## src/rtl/fp_addsub_seq.sv

```systemverilog
// Sequential IEEE-754 style adder/subtractor, bfloat16 by default.
// One operation in flight: ALIGN -> ADD -> NORM -> ROUND -> DONE.
// Round-to-nearest-even using guard/round/sticky bits below the fraction.
// The result register loads on the first DONE cycle, so out_valid rises five edges after acceptance.
module fp_addsub_seq #(
  parameter int EXP_W = 8,
  parameter int MAN_W = 7,
  localparam int W = 1 + EXP_W + MAN_W
) (
  input  logic         clock,
  input  logic         nreset,
  input  logic         in_valid,
  output logic         in_ready,
  input  logic [W-1:0] a,
  input  logic [W-1:0] b,
  input  logic         sub,
  output logic         out_valid,
  input  logic         out_ready,
  output logic [W-1:0] result,
  output logic         flag_nv,
  output logic         flag_of,
  output logic         flag_nx
);
  localparam int SW  = MAN_W + 4;          // {hidden, frac, G, R, S}
  localparam int EW  = EXP_W + 1;          // exponent with headroom for carry and round-up
  localparam int SHW = $clog2(SW + 1);
  localparam logic [EXP_W-1:0] EMAX = '1;
  localparam logic [W-1:0] QNAN = {1'b0, {EXP_W{1'b1}}, 1'b1, {(MAN_W-1){1'b0}}};

  typedef enum logic [2:0] {S_IDLE, S_ALIGN, S_ADD, S_NORM, S_ROUND, S_DONE} state_t;
  state_t r_state, w_next;

  logic [W-1:0]    r_a, r_b, r_rnd_res, r_result;
  logic            r_nan, r_snan, r_a_inf, r_b_inf;
  logic            r_sx, r_eff_sub, r_sign, r_out_valid;
  logic [EW-1:0]   r_ex, r_ne;
  logic [SW-1:0]   r_mx, r_my, r_nm;
  logic [SW:0]     r_sum;
  logic [2:0]      r_rnd_flags, r_flags;

  // operand classification, taken straight from the input ports
  logic w_a_nan, w_b_nan, w_a_snan, w_b_snan, w_a_inf, w_b_inf;
  assign w_a_nan  = (a[W-2:MAN_W] == EMAX) && (a[MAN_W-1:0] != '0);
  assign w_b_nan  = (b[W-2:MAN_W] == EMAX) && (b[MAN_W-1:0] != '0);
  assign w_a_snan = w_a_nan && !a[MAN_W-1];
  assign w_b_snan = w_b_nan && !b[MAN_W-1];
  assign w_a_inf  = (a[W-2:MAN_W] == EMAX) && (a[MAN_W-1:0] == '0);
  assign w_b_inf  = (b[W-2:MAN_W] == EMAX) && (b[MAN_W-1:0] == '0);

  // ALIGN: order by magnitude so the subtract path never goes negative
  logic [W-1:0]     w_x, w_y;
  logic [EXP_W-1:0] w_ex, w_ey, w_diff;
  logic [SW-1:0]    w_mx, w_my, w_my_sh;
  logic [SHW-1:0]   w_sh;
  logic             w_sticky;
  // pick larger operand, build significands and right-shift the smaller one
  always_comb begin
    if (r_a[W-2:0] >= r_b[W-2:0]) begin
      w_x = r_a; w_y = r_b;
    end else begin
      w_x = r_b; w_y = r_a;
    end
    w_ex   = (w_x[W-2:MAN_W] == '0) ? EXP_W'(1) : w_x[W-2:MAN_W];
    w_ey   = (w_y[W-2:MAN_W] == '0) ? EXP_W'(1) : w_y[W-2:MAN_W];
    w_mx   = {|w_x[W-2:MAN_W], w_x[MAN_W-1:0], 3'b000};
    w_my   = {|w_y[W-2:MAN_W], w_y[MAN_W-1:0], 3'b000};
    w_diff = w_ex - w_ey;
    if (32'(w_diff) > 32'(SW - 1)) w_sh = SHW'(SW - 1);
    else                           w_sh = SHW'(w_diff);
    w_my_sh  = w_my >> w_sh;
    w_sticky = |(w_my & ~({SW{1'b1}} << w_sh));
  end

  // ADD
  logic [SW:0] w_sum;
  assign w_sum = r_eff_sub ? ({1'b0, r_mx} - {1'b0, r_my}) : ({1'b0, r_mx} + {1'b0, r_my});

  // NORM: leading-zero count, left shift limited so the exponent stays >= 1
  logic [SHW-1:0] w_lzc, w_nsh;
  logic [EW-1:0]  w_lim;
  // find the highest set bit and clamp the shift at the subnormal boundary
  always_comb begin
    w_lzc = SHW'(SW);
    for (int i = 0; i < SW; i++)
      if (r_sum[i]) w_lzc = SHW'(SW - 1 - i);
    w_lim = r_ex - EW'(1);
    if (32'(w_lzc) > 32'(w_lim)) w_nsh = SHW'(w_lim);
    else                         w_nsh = w_lzc;
  end

  // ROUND: RNE, overflow to Inf, then special-operand overrides
  logic [MAN_W+1:0] w_mant;
  logic [EW-1:0]    w_ef;
  logic [MAN_W-1:0] w_frac;
  logic [W-1:0]     w_res;
  logic             w_inc, w_nv, w_of, w_nx;
  // build the rounded result and exception flags
  always_comb begin
    w_inc  = r_nm[2] & (r_nm[1] | r_nm[0] | r_nm[3]);
    w_mant = {1'b0, r_nm[SW-1:3]} + (MAN_W+2)'(w_inc);
    w_ef   = w_mant[MAN_W+1] ? r_ne + EW'(1) : (w_mant[MAN_W] ? r_ne : '0);
    w_frac = w_mant[MAN_W+1] ? w_mant[MAN_W:1] : w_mant[MAN_W-1:0];
    w_nx   = |r_nm[2:0];
    w_nv   = 1'b0;
    w_of   = 1'b0;
    w_res  = {r_sign, w_ef[EXP_W-1:0], w_frac};
    if (w_ef >= {1'b0, EMAX}) begin
      w_res = {r_sign, EMAX, {MAN_W{1'b0}}};
      w_of  = 1'b1;
      w_nx  = 1'b1;
    end
    if (r_nan) begin
      w_res = QNAN; w_nv = r_snan; w_of = 1'b0; w_nx = 1'b0;
    end else if (r_a_inf && r_b_inf && (r_a[W-1] != r_b[W-1])) begin
      w_res = QNAN; w_nv = 1'b1; w_of = 1'b0; w_nx = 1'b0;
    end else if (r_a_inf) begin
      w_res = r_a; w_of = 1'b0; w_nx = 1'b0;
    end else if (r_b_inf) begin
      w_res = r_b; w_of = 1'b0; w_nx = 1'b0;
    end
  end

  // state register
  always_ff @(posedge clock or negedge nreset) begin
    if (!nreset) r_state <= S_IDLE;
    else         r_state <= w_next;
  end

  // next-state: one step per cycle, DONE waits for the consumer
  always_comb begin
    w_next = r_state;
    case (r_state)
      S_IDLE:  if (in_valid) w_next = S_ALIGN;
      S_ALIGN: w_next = S_ADD;
      S_ADD:   w_next = S_NORM;
      S_NORM:  w_next = S_ROUND;
      S_ROUND: w_next = S_DONE;
      S_DONE:  if (r_out_valid && out_ready) w_next = S_IDLE;
      default: w_next = S_IDLE;
    endcase
  end

  assign in_ready  = (r_state == S_IDLE);
  assign out_valid = r_out_valid;
  assign result    = r_result;
  assign {flag_nv, flag_of, flag_nx} = r_flags;

  // datapath registers, each stage loads only in its own state
  always_ff @(posedge clock or negedge nreset) begin
    if (!nreset) begin
      r_a <= '0; r_b <= '0; r_nan <= 1'b0; r_snan <= 1'b0; r_a_inf <= 1'b0; r_b_inf <= 1'b0;
      r_sx <= 1'b0; r_eff_sub <= 1'b0; r_ex <= '0; r_mx <= '0; r_my <= '0;
      r_sum <= '0; r_sign <= 1'b0; r_nm <= '0; r_ne <= '0;
      r_rnd_res <= '0; r_rnd_flags <= '0;
      r_out_valid <= 1'b0; r_result <= '0; r_flags <= '0;
    end else begin
      case (r_state)
        S_IDLE: if (in_valid) begin
          r_a     <= a;
          r_b     <= {b[W-1] ^ sub, b[W-2:0]};
          r_nan   <= w_a_nan | w_b_nan;
          r_snan  <= w_a_snan | w_b_snan;
          r_a_inf <= w_a_inf;
          r_b_inf <= w_b_inf;
        end
        S_ALIGN: begin
          r_sx      <= w_x[W-1];
          r_eff_sub <= w_x[W-1] ^ w_y[W-1];
          r_ex      <= {1'b0, w_ex};
          r_mx      <= w_mx;
          r_my      <= {w_my_sh[SW-1:1], w_my_sh[0] | w_sticky};
        end
        S_ADD: begin
          r_sum  <= w_sum;
          // exact cancellation gives +0; like-signed zeros keep their sign
          r_sign <= (r_eff_sub && w_sum == '0) ? 1'b0 : r_sx;
        end
        S_NORM: begin
          if (r_sum[SW]) begin
            r_nm <= {r_sum[SW:2], r_sum[1] | r_sum[0]};
            r_ne <= r_ex + EW'(1);
          end else begin
            r_nm <= r_sum[SW-1:0] << w_nsh;
            r_ne <= r_ex - EW'(w_nsh);
          end
        end
        S_ROUND: begin
          r_rnd_res   <= w_res;
          r_rnd_flags <= {w_nv, w_of, w_nx};
        end
        S_DONE: begin
          if (!r_out_valid) begin
            r_out_valid <= 1'b1;
            r_result    <= r_rnd_res;
            r_flags     <= r_rnd_flags;
          end else if (out_ready) begin
            r_out_valid <= 1'b0;
          end
        end
        default: ;
      endcase
    end
  end
endmodule

```

## config.mk

```make
export PLATFORM = sky130hd
export DESIGN_NAME = fp_addsub_seq
export DESIGN_NICKNAME = d
export VERILOG_FILES = /design/src/rtl/fp_addsub_seq.sv
export SDC_FILE = /design/constraint.sdc
export NUM_CORES = 1
export LEC_CHECK = 0
export CAP_MARGIN = 20
export CORE_UTILIZATION = 53
export CTS_CLUSTER_SIZE = 40
export DETAILED_ROUTE_END_ITERATION = 8
export PLACE_DENSITY_LB_ADDON = 0.12
export SYNTH_ARGS = -nofsm -noshare
export SYNTH_HDL_FRONTEND = slang
export SYNTH_SLANG_ARGS = --single-unit
```

## constraint.sdc

```tcl
create_clock -name clock -period 6.1 [get_ports clock]
set_clock_uncertainty 0.15 [all_clocks]
set_input_delay 1.22 -clock clock [delete_from_list [all_inputs] [get_ports clock]]
set_output_delay 1.22 -clock clock [all_outputs]
set_load 0.05 [all_outputs]
```

==> out/metrics.yaml <==
synth_cells: 1166
dpl_cell_area_um2: 10500
grt_pass1_wl_um: 44900
synth-seq-area-share_pct: 36.1
regToRegSetupSlack_ns: 0.49
placementRows: 49
fmax_mhz: 178
cts_root_buf: "clkbuf_16"
synth_top_cell_by_area: "dfrtp_1"
vias_per_cell: 6.11
cp.arrival_ns: 5.76
min-delay-start: "r_rnd_flags[0]$_DFFE_PN0N_"
ant_nets: 0
dp.cells: 1418
ys_ff_latch: 140
clk_latency_ns: 0.43
whs_endpoint: "r_rnd_flags[0]$_DFFE_PN0N_"
cts_tree: "done"
cts_setup_buffers: 0
hold_path_depth: 2
rr_worst_depth: 23
synth_area_um2: 9710
yosys_warnings: 0
n_antenna_cell: 0
rsz0062_at_grt: "false"
max_cap_violations: 0
synthToLayoutAreaGrowth_pct: 14.2
critPathLaunchType: "flip-flop"
yosysUniqueCellTypes: 85
synth_area_leaders: "dfrtp_1 (36%), nand2_1 (7.5%), ha_1 (7.3%)"
start_util_pct: 54.1
cts_resized: 0
final-setup-viol-count: 0
layout-drive-gt1-share_pct: 9.09
cts_hold_buf: 0
fin_area_um2: 11100
cts_num_sinks: 140
cts_made_buffers: 17
final_cells: 1450
routabilityCongestion: 0.941
ios: 58
htree_levels: 4
grt_max_degree: 95
antenna_found_initial: 0
synth_edf_count: 0
period_minus_slack_ns: 5.61
syn_nets: 1263
hold_viol_final: 0
synth_top_area_share_pct: 36.1
die_width_um: 137
critPathKind: "flip-flop to flip-flop"
final.fill_count: 1622
timing.final.crit_share_pct: 92.0
die_y_um: 137
worst_slack_ns: 0.488
maxSlewViolCount: 0
grt.overflow.total: 0
yosys-top-cells-count: "nand2_1 (193), dfrtp_1 (140), o21ai_0 (106)"
dp_slack_ns: 0.385
async_flop_share_pct: 100
ys.flop_type: "dfrtp_1"
clk_pin_slew_ns: 0.07
syn_avg_cell_area_um2: 8.33
tns_ns: 0
multi_input_area_um2: 5740
core_um2: 18000
r2r-start: "r_b[4]$_DFFE_PN0P_"
drc: 0
dp_hpwl_um: 21600
wl_per_cell_um: 19.8
grt_usage_pct: 31.8
vias: 8858
drt_wl_total_um: 28700
slew-limit-headroom_pct: 30.0
clockBufferDepth: 2
holdCritPathClass: "flip-flop to flip-flop"
die-area_um2: 18900
drt_first_iter_violations: 729
tightest_slew_ns: 1.02
cp_max_fo: 18
drtPass1Iterations: 6
critPathCaptureType: "flip-flop"
nets: 1305
port_buffers: 57
rr_endpoint: "r_my[0]$_DFFE_PN0P_"
yosysMostFrequentCell: "nand2_1"
status: "complete, no violations"
seqCellArea_um2: 3500
grt_pass1_vias: 8296
worstPathRequired_ns: 6.25
-- cells in the final DEF, fill, tap and decap left out, drive strengths merged, types with 6 or more instances in the layout --
cell type      netlist  final
a221oi               9      9
clkdlybuf4s50        0     56
nand3               30     30
clkbuf              47     18
a31oi               15     15
xnor2               13     13
nor2b                6      6
o31ai               15     15
nand2b              12     12
mux2i               27     27
mux2                27     27
o211ai              10     10
nor3                35     35
a21oi               66     66
o21ai              107    107
o21bai               7      7
a22oi               14     14
inv                 62     68
and2                10     10
nor2                86     86
nand2              194    194
and3                 7      7
dfrtp              140    140
a211oi              15     15
nor4                19     19
buf                 13     27
xor2                18     18
nand4               12     12
ha                  57     57
-- final cells by class --
class / count / share of cell area [%]
Tap cell: 229 / 2.58
Clock buffer: 18 / 3.96
Sequential cell: 140 / 31.6
Multi-Input combinational cell: 904 / 51.7
Inverter: 62 / 2.10
Clock inverter: 14 / 1.15
Timing Repair Buffer: 83 / 6.91
-- worst max-delay path, cell delays in order, from the launching register on --
cell       delay (ns)
dfrtp_1          0.40
inv_1            0.09
ha_1             0.29
nand4_1          0.13
o21bai_1         0.12
a2111oi_2        0.41
nand2_1          0.31
buf_4            0.31
mux2i_1          0.13
nor3_1           0.19
buf_4            0.13
a211oi_1         0.06
ha_1             0.26
fa_1             0.50
nand2b_1         0.20
a21oi_1          0.16
xnor2_1          0.15
and3_2           0.37
and2_0           0.16
buf_4            0.18
a221oi_1         0.10
nor4_1           0.34
o2111a_1         0.24
o211ai_1         0.08
-- metrics by stage --
step / util (%) / hold slack, ns
finish: 61.7 / 0.326
global route: 61.7 / 0.369
CTS: 61.7 / 0.329
detailed placement: 58.6 / 0.313
global placement: 58.6 / 0.312
floorplan: - / 0.283
-- worst max-delay path by stage --
stage | start | to | slack (ns) | cells past startpoint
floorplan | r_a[4]$_DFFE_PN0P_ | r_my[1]$_DFFE_PN0P_ | 0.51 | 24
global placement | r_b[4]$_DFFE_PN0P_ | r_my[1]$_DFFE_PN0P_ | 0.59 | 22
detailed placement | r_b[4]$_DFFE_PN0P_ | r_my[0]$_DFFE_PN0P_ | 0.38 | 23
CTS | r_a[7]$_DFFE_PN0P_ | r_my[0]$_DFFE_PN0P_ | 0.37 | 22
global route | r_b[4]$_DFFE_PN0P_ | r_my[0]$_DFFE_PN0P_ | 0.06 | 23
finish | r_b[4]$_DFFE_PN0P_ | r_my[0]$_DFFE_PN0P_ | 0.49 | 23
-- sequential cells by signal, summed over array words and instances, names as in the netlist --
register / cells
r_state: 3
r_sign: 1
r_b_inf: 1
r_rnd_flags: 3
r_flags: 3
out_valid: 1
r_a: 16
r_sum: 12
r_b: 16
r_nan: 1
r_my: 11
result: 16
r_rnd_res: 16
r_sx: 1
r_ne: 9
r_eff_sub: 1
r_mx: 8
r_nm: 11
r_ex: 8
r_a_inf: 1
r_snan: 1
-- logic make-up after synthesis --
family,count (synthesis),synth area share [%]
buf+inv,122,4.95
compound gates,317,20.9
xor+xnor,31,2.80
simple gates,441,21.1
fa+ha+maj,60,7.96
flops,140,36.1
mux,55,6.18
-- per-layer routing --
metal / global-route usage (%) / wire length [um] / vias to the layer above
met4: 11.6 / 899 / 0
met2: 49.9 / 13200 / 311
met1: 44.0 / 13100 / 4215
li1: - / - / 4278
met5: 0 / 0 / -
met3: 5.15 / 1490 / 54
Power is left out: the tool's default activity adds up to more than one toggle a clock period on the data nets, which glitch-free logic cannot reach.
==> RTL change (same flow settings) <==
Reset style: synchronous (`nreset`), changed in 2 clocked blocks.
--- a/src/rtl/fp_addsub_seq.sv
+++ b/src/rtl/fp_addsub_seq.sv
@@ -121,7 +121,7 @@
   end
 
   // state register
-  always_ff @(posedge clock or negedge nreset) begin
+  always_ff @(posedge clock) begin
     if (!nreset) r_state <= S_IDLE;
     else         r_state <= w_next;
   end
@@ -146,7 +146,7 @@
   assign {flag_nv, flag_of, flag_nx} = r_flags;
 
   // datapath registers, each stage loads only in its own state
-  always_ff @(posedge clock or negedge nreset) begin
+  always_ff @(posedge clock) begin
     if (!nreset) begin
       r_a <= '0; r_b <= '0; r_nan <= 1'b0; r_snan <= 1'b0; r_a_inf <= 1'b0; r_b_inf <= 1'b0;
       r_sx <= 1'b0; r_eff_sub <= 1'b0; r_ex <= '0; r_mx <= '0; r_my <= '0;
Behaviour: differs if nreset is asserted again (counterexample within 4 cycles, from zero or initial values and one cycle with nreset low); with nreset held inactive, the same outputs for 4 cycles.
==> RTL change against the original RTL <==
- final area is 2.1% lower
- sequential share of layout area decreased by 5.8 points
- routed wire length decreased by 2.0%
- sequential cell count did not move
- synthesized cell count grew 8.2%
- worst setup slack worse by 0.11 ns
- area after synthesis decreased by 2.3%
- global-route usage fell by 0.34 points
- critical endpoint is now r_my[0]
==> RTL change: results (changes against the original RTL) <==
Clk pin slew, worst setup/hold paths = 0.07 ns (about the same)
peak supply drop = 229 uV
largest net degree at the start of global routing = 58 (-39%)
top cells by count, synth = nand2_1 (204), dfxtp_1 (140), a21oi_1 (130)
Arr. time, crit path = 5.86 ns (+0.10 ns)
DP HPWL = 20800 um (-3.7%)
gr usage total = 0.314 (-0.00339)
# setup viols final = 0 (unchanged)
Final nets = 1385 (+6.1%)
setup bufs post-CTS = 0 (unchanged)
library cells used by synthesis = 90 (+5.9%)
final WL = 28100 um (-2.0%)
synth warn = 0 (unchanged)
Fillers = 1587 (-2.2%)
ys async rst share = 0 (-1.00)
gpl congestion = 0.948 (+0.70%)
Clock Latency Late Sink = 0.44 ns
Area contributors post-synth = dfxtp_1 (30%), nand2_1 (8.1%), ha_1 (7.5%), a21oi_1 (6.9%), mux2i_1 (4.3%)
H-tree Lvls = 4 (unchanged)
Net Sw Power = 1.75 mW
Worst-Margin Slew = 0.976 ns (-0.0473 ns)
1st-pass router iterations = 5 (-1)
Root Driver = clkbuf_16
Max clock buf depth = 2 (unchanged)
Main synth FF type = dfxtp_1
CTS Buf Count = 17 (unchanged)
PortBufs = 57 (unchanged)
share of layout cells above drive strength 1 = 0.0723 (-0.0187)
wire length of the first global-routing pass = 45200 um (+0.58%)
via count = 9298 (+5.0%)
outcome = completed
initial antenna violation count = 0 (unchanged)
Iter 0 DRT Violations = 866 (+19%)
sequential share of the synthesized area = 0.295 (-0.0653)
vias in the first global route = 8566 (+3.3%)
leak pwr = 4.06 nW
Tightest Hold Check Type = register to register
number of antenna diodes = 0 (unchanged)
worst-path fanout max = 11 (-7)
RTL change: cell types whose count changed in the layout (fill, tap and decap cells not counted), moves of 11 or more:
cell | before | now
mux2i_1 | 26 | 41
dfrtp_1 | 140 | 0
a21oi_1 | 66 | 129
nand2_1 | 193 | 204
o21ai_0 | 106 | 62
nor3_1 | 35 | 46
mux2_2 | 27 | 2
nor2_1 | 86 | 108
dfxtp_1 | 0 | 140
RTL change: final cells by class:
class / count / area share
timing repair buffer: 81 / 0.0710
clock inverter: 15 / 0.0158
sequential: 140 / 0.258
clock buffer: 17 / 0.0392
inverter: 62 / 0.0215
tap: 225 / 0.0259
multi-input combinational: 986 / 0.568
RTL change: kinds of logic after synthesis:
family / Yosys count / share of synthesized area
simple gates: 488 / 0.238
compound gates: 356 / 0.242
flops: 140 / 0.295
buf+inv: 136 / 0.0566
fa+ha+maj: 60 / 0.0815
mux: 47 / 0.0525
xor+xnor: 35 / 0.0339
RTL change: timing repair:
item / in CTS / in global routing
hold buffers: 0 / 0
setup endpoints to repair: 0 / 6
gates resized for setup: 0 / 5
RTL change: path summary, 6_finish.rpt:
kind                                  from    endpoint  depth (start not counted)  slack, ns
worst min-delay path            result[12]  result[12]                          2       0.30
worst min register to register  result[12]  result[12]                          2       0.30
worst max register to register      r_b[2]     r_my[0]                         22       0.38
worst max-delay path                r_b[2]     r_my[0]                         22       0.38
RTL change: worst max-delay path, stage by stage, from the launching register on:
cell      delay [ns]
dfxtp_1         0.40
inv_1           0.12
ha_1            0.30
o211ai_1        0.19
a21oi_1         0.07
o41ai_2         0.33
a21o_1          0.26
nand2_1         0.24
a21oi_2         0.25
inv_2           0.06
nor4_2          0.33
a211oi_1        0.12
ha_1            0.25
fa_1            0.45
nand2b_1        0.17
a21oi_1         0.19
o211a_1         0.22
o221a_2         0.26
nand3_2         0.11
a211oi_1        0.40
o31ai_1         0.16
o41ai_1         0.39
a31oi_1         0.13
RTL change: power groups by stage:
stage	Clock [mW]	Combinational (mW)	Sequential [mW]
after global placement	0	1.82	1.12
after floorplan	0	1.45	1.06
after global routing	1.11	2.08	1.12
final	1.06	1.88	1.11
after detailed placement	0	1.82	1.12
after CTS	1.07	1.84	1.10
RTL change: routing by layer:
layer	track usage	vias up	routed length, um
met2	0.490	325	12700
li1	-	4584	-
met5	0	-	0
met1	0.421	4333	12800
met4	0.117	0	756
met3	0.0700	56	1820
RTL change: per-stage QoR:
stage          area [um2]   util  setup slack, ns  cells  hold slack [ns]
3_5_place_dp        10200  0.586            0.354   1492            0.296
2_1_floorplan        9490      -            0.882   1262            0.279
3_3_place_gp        10200  0.586            0.555   1492            0.296
4_1_cts             10800  0.621            0.341   1524            0.306
6_report            10900  0.623            0.383   1526            0.304
5_1_grt             10900  0.623        -0.000485   1526            0.322
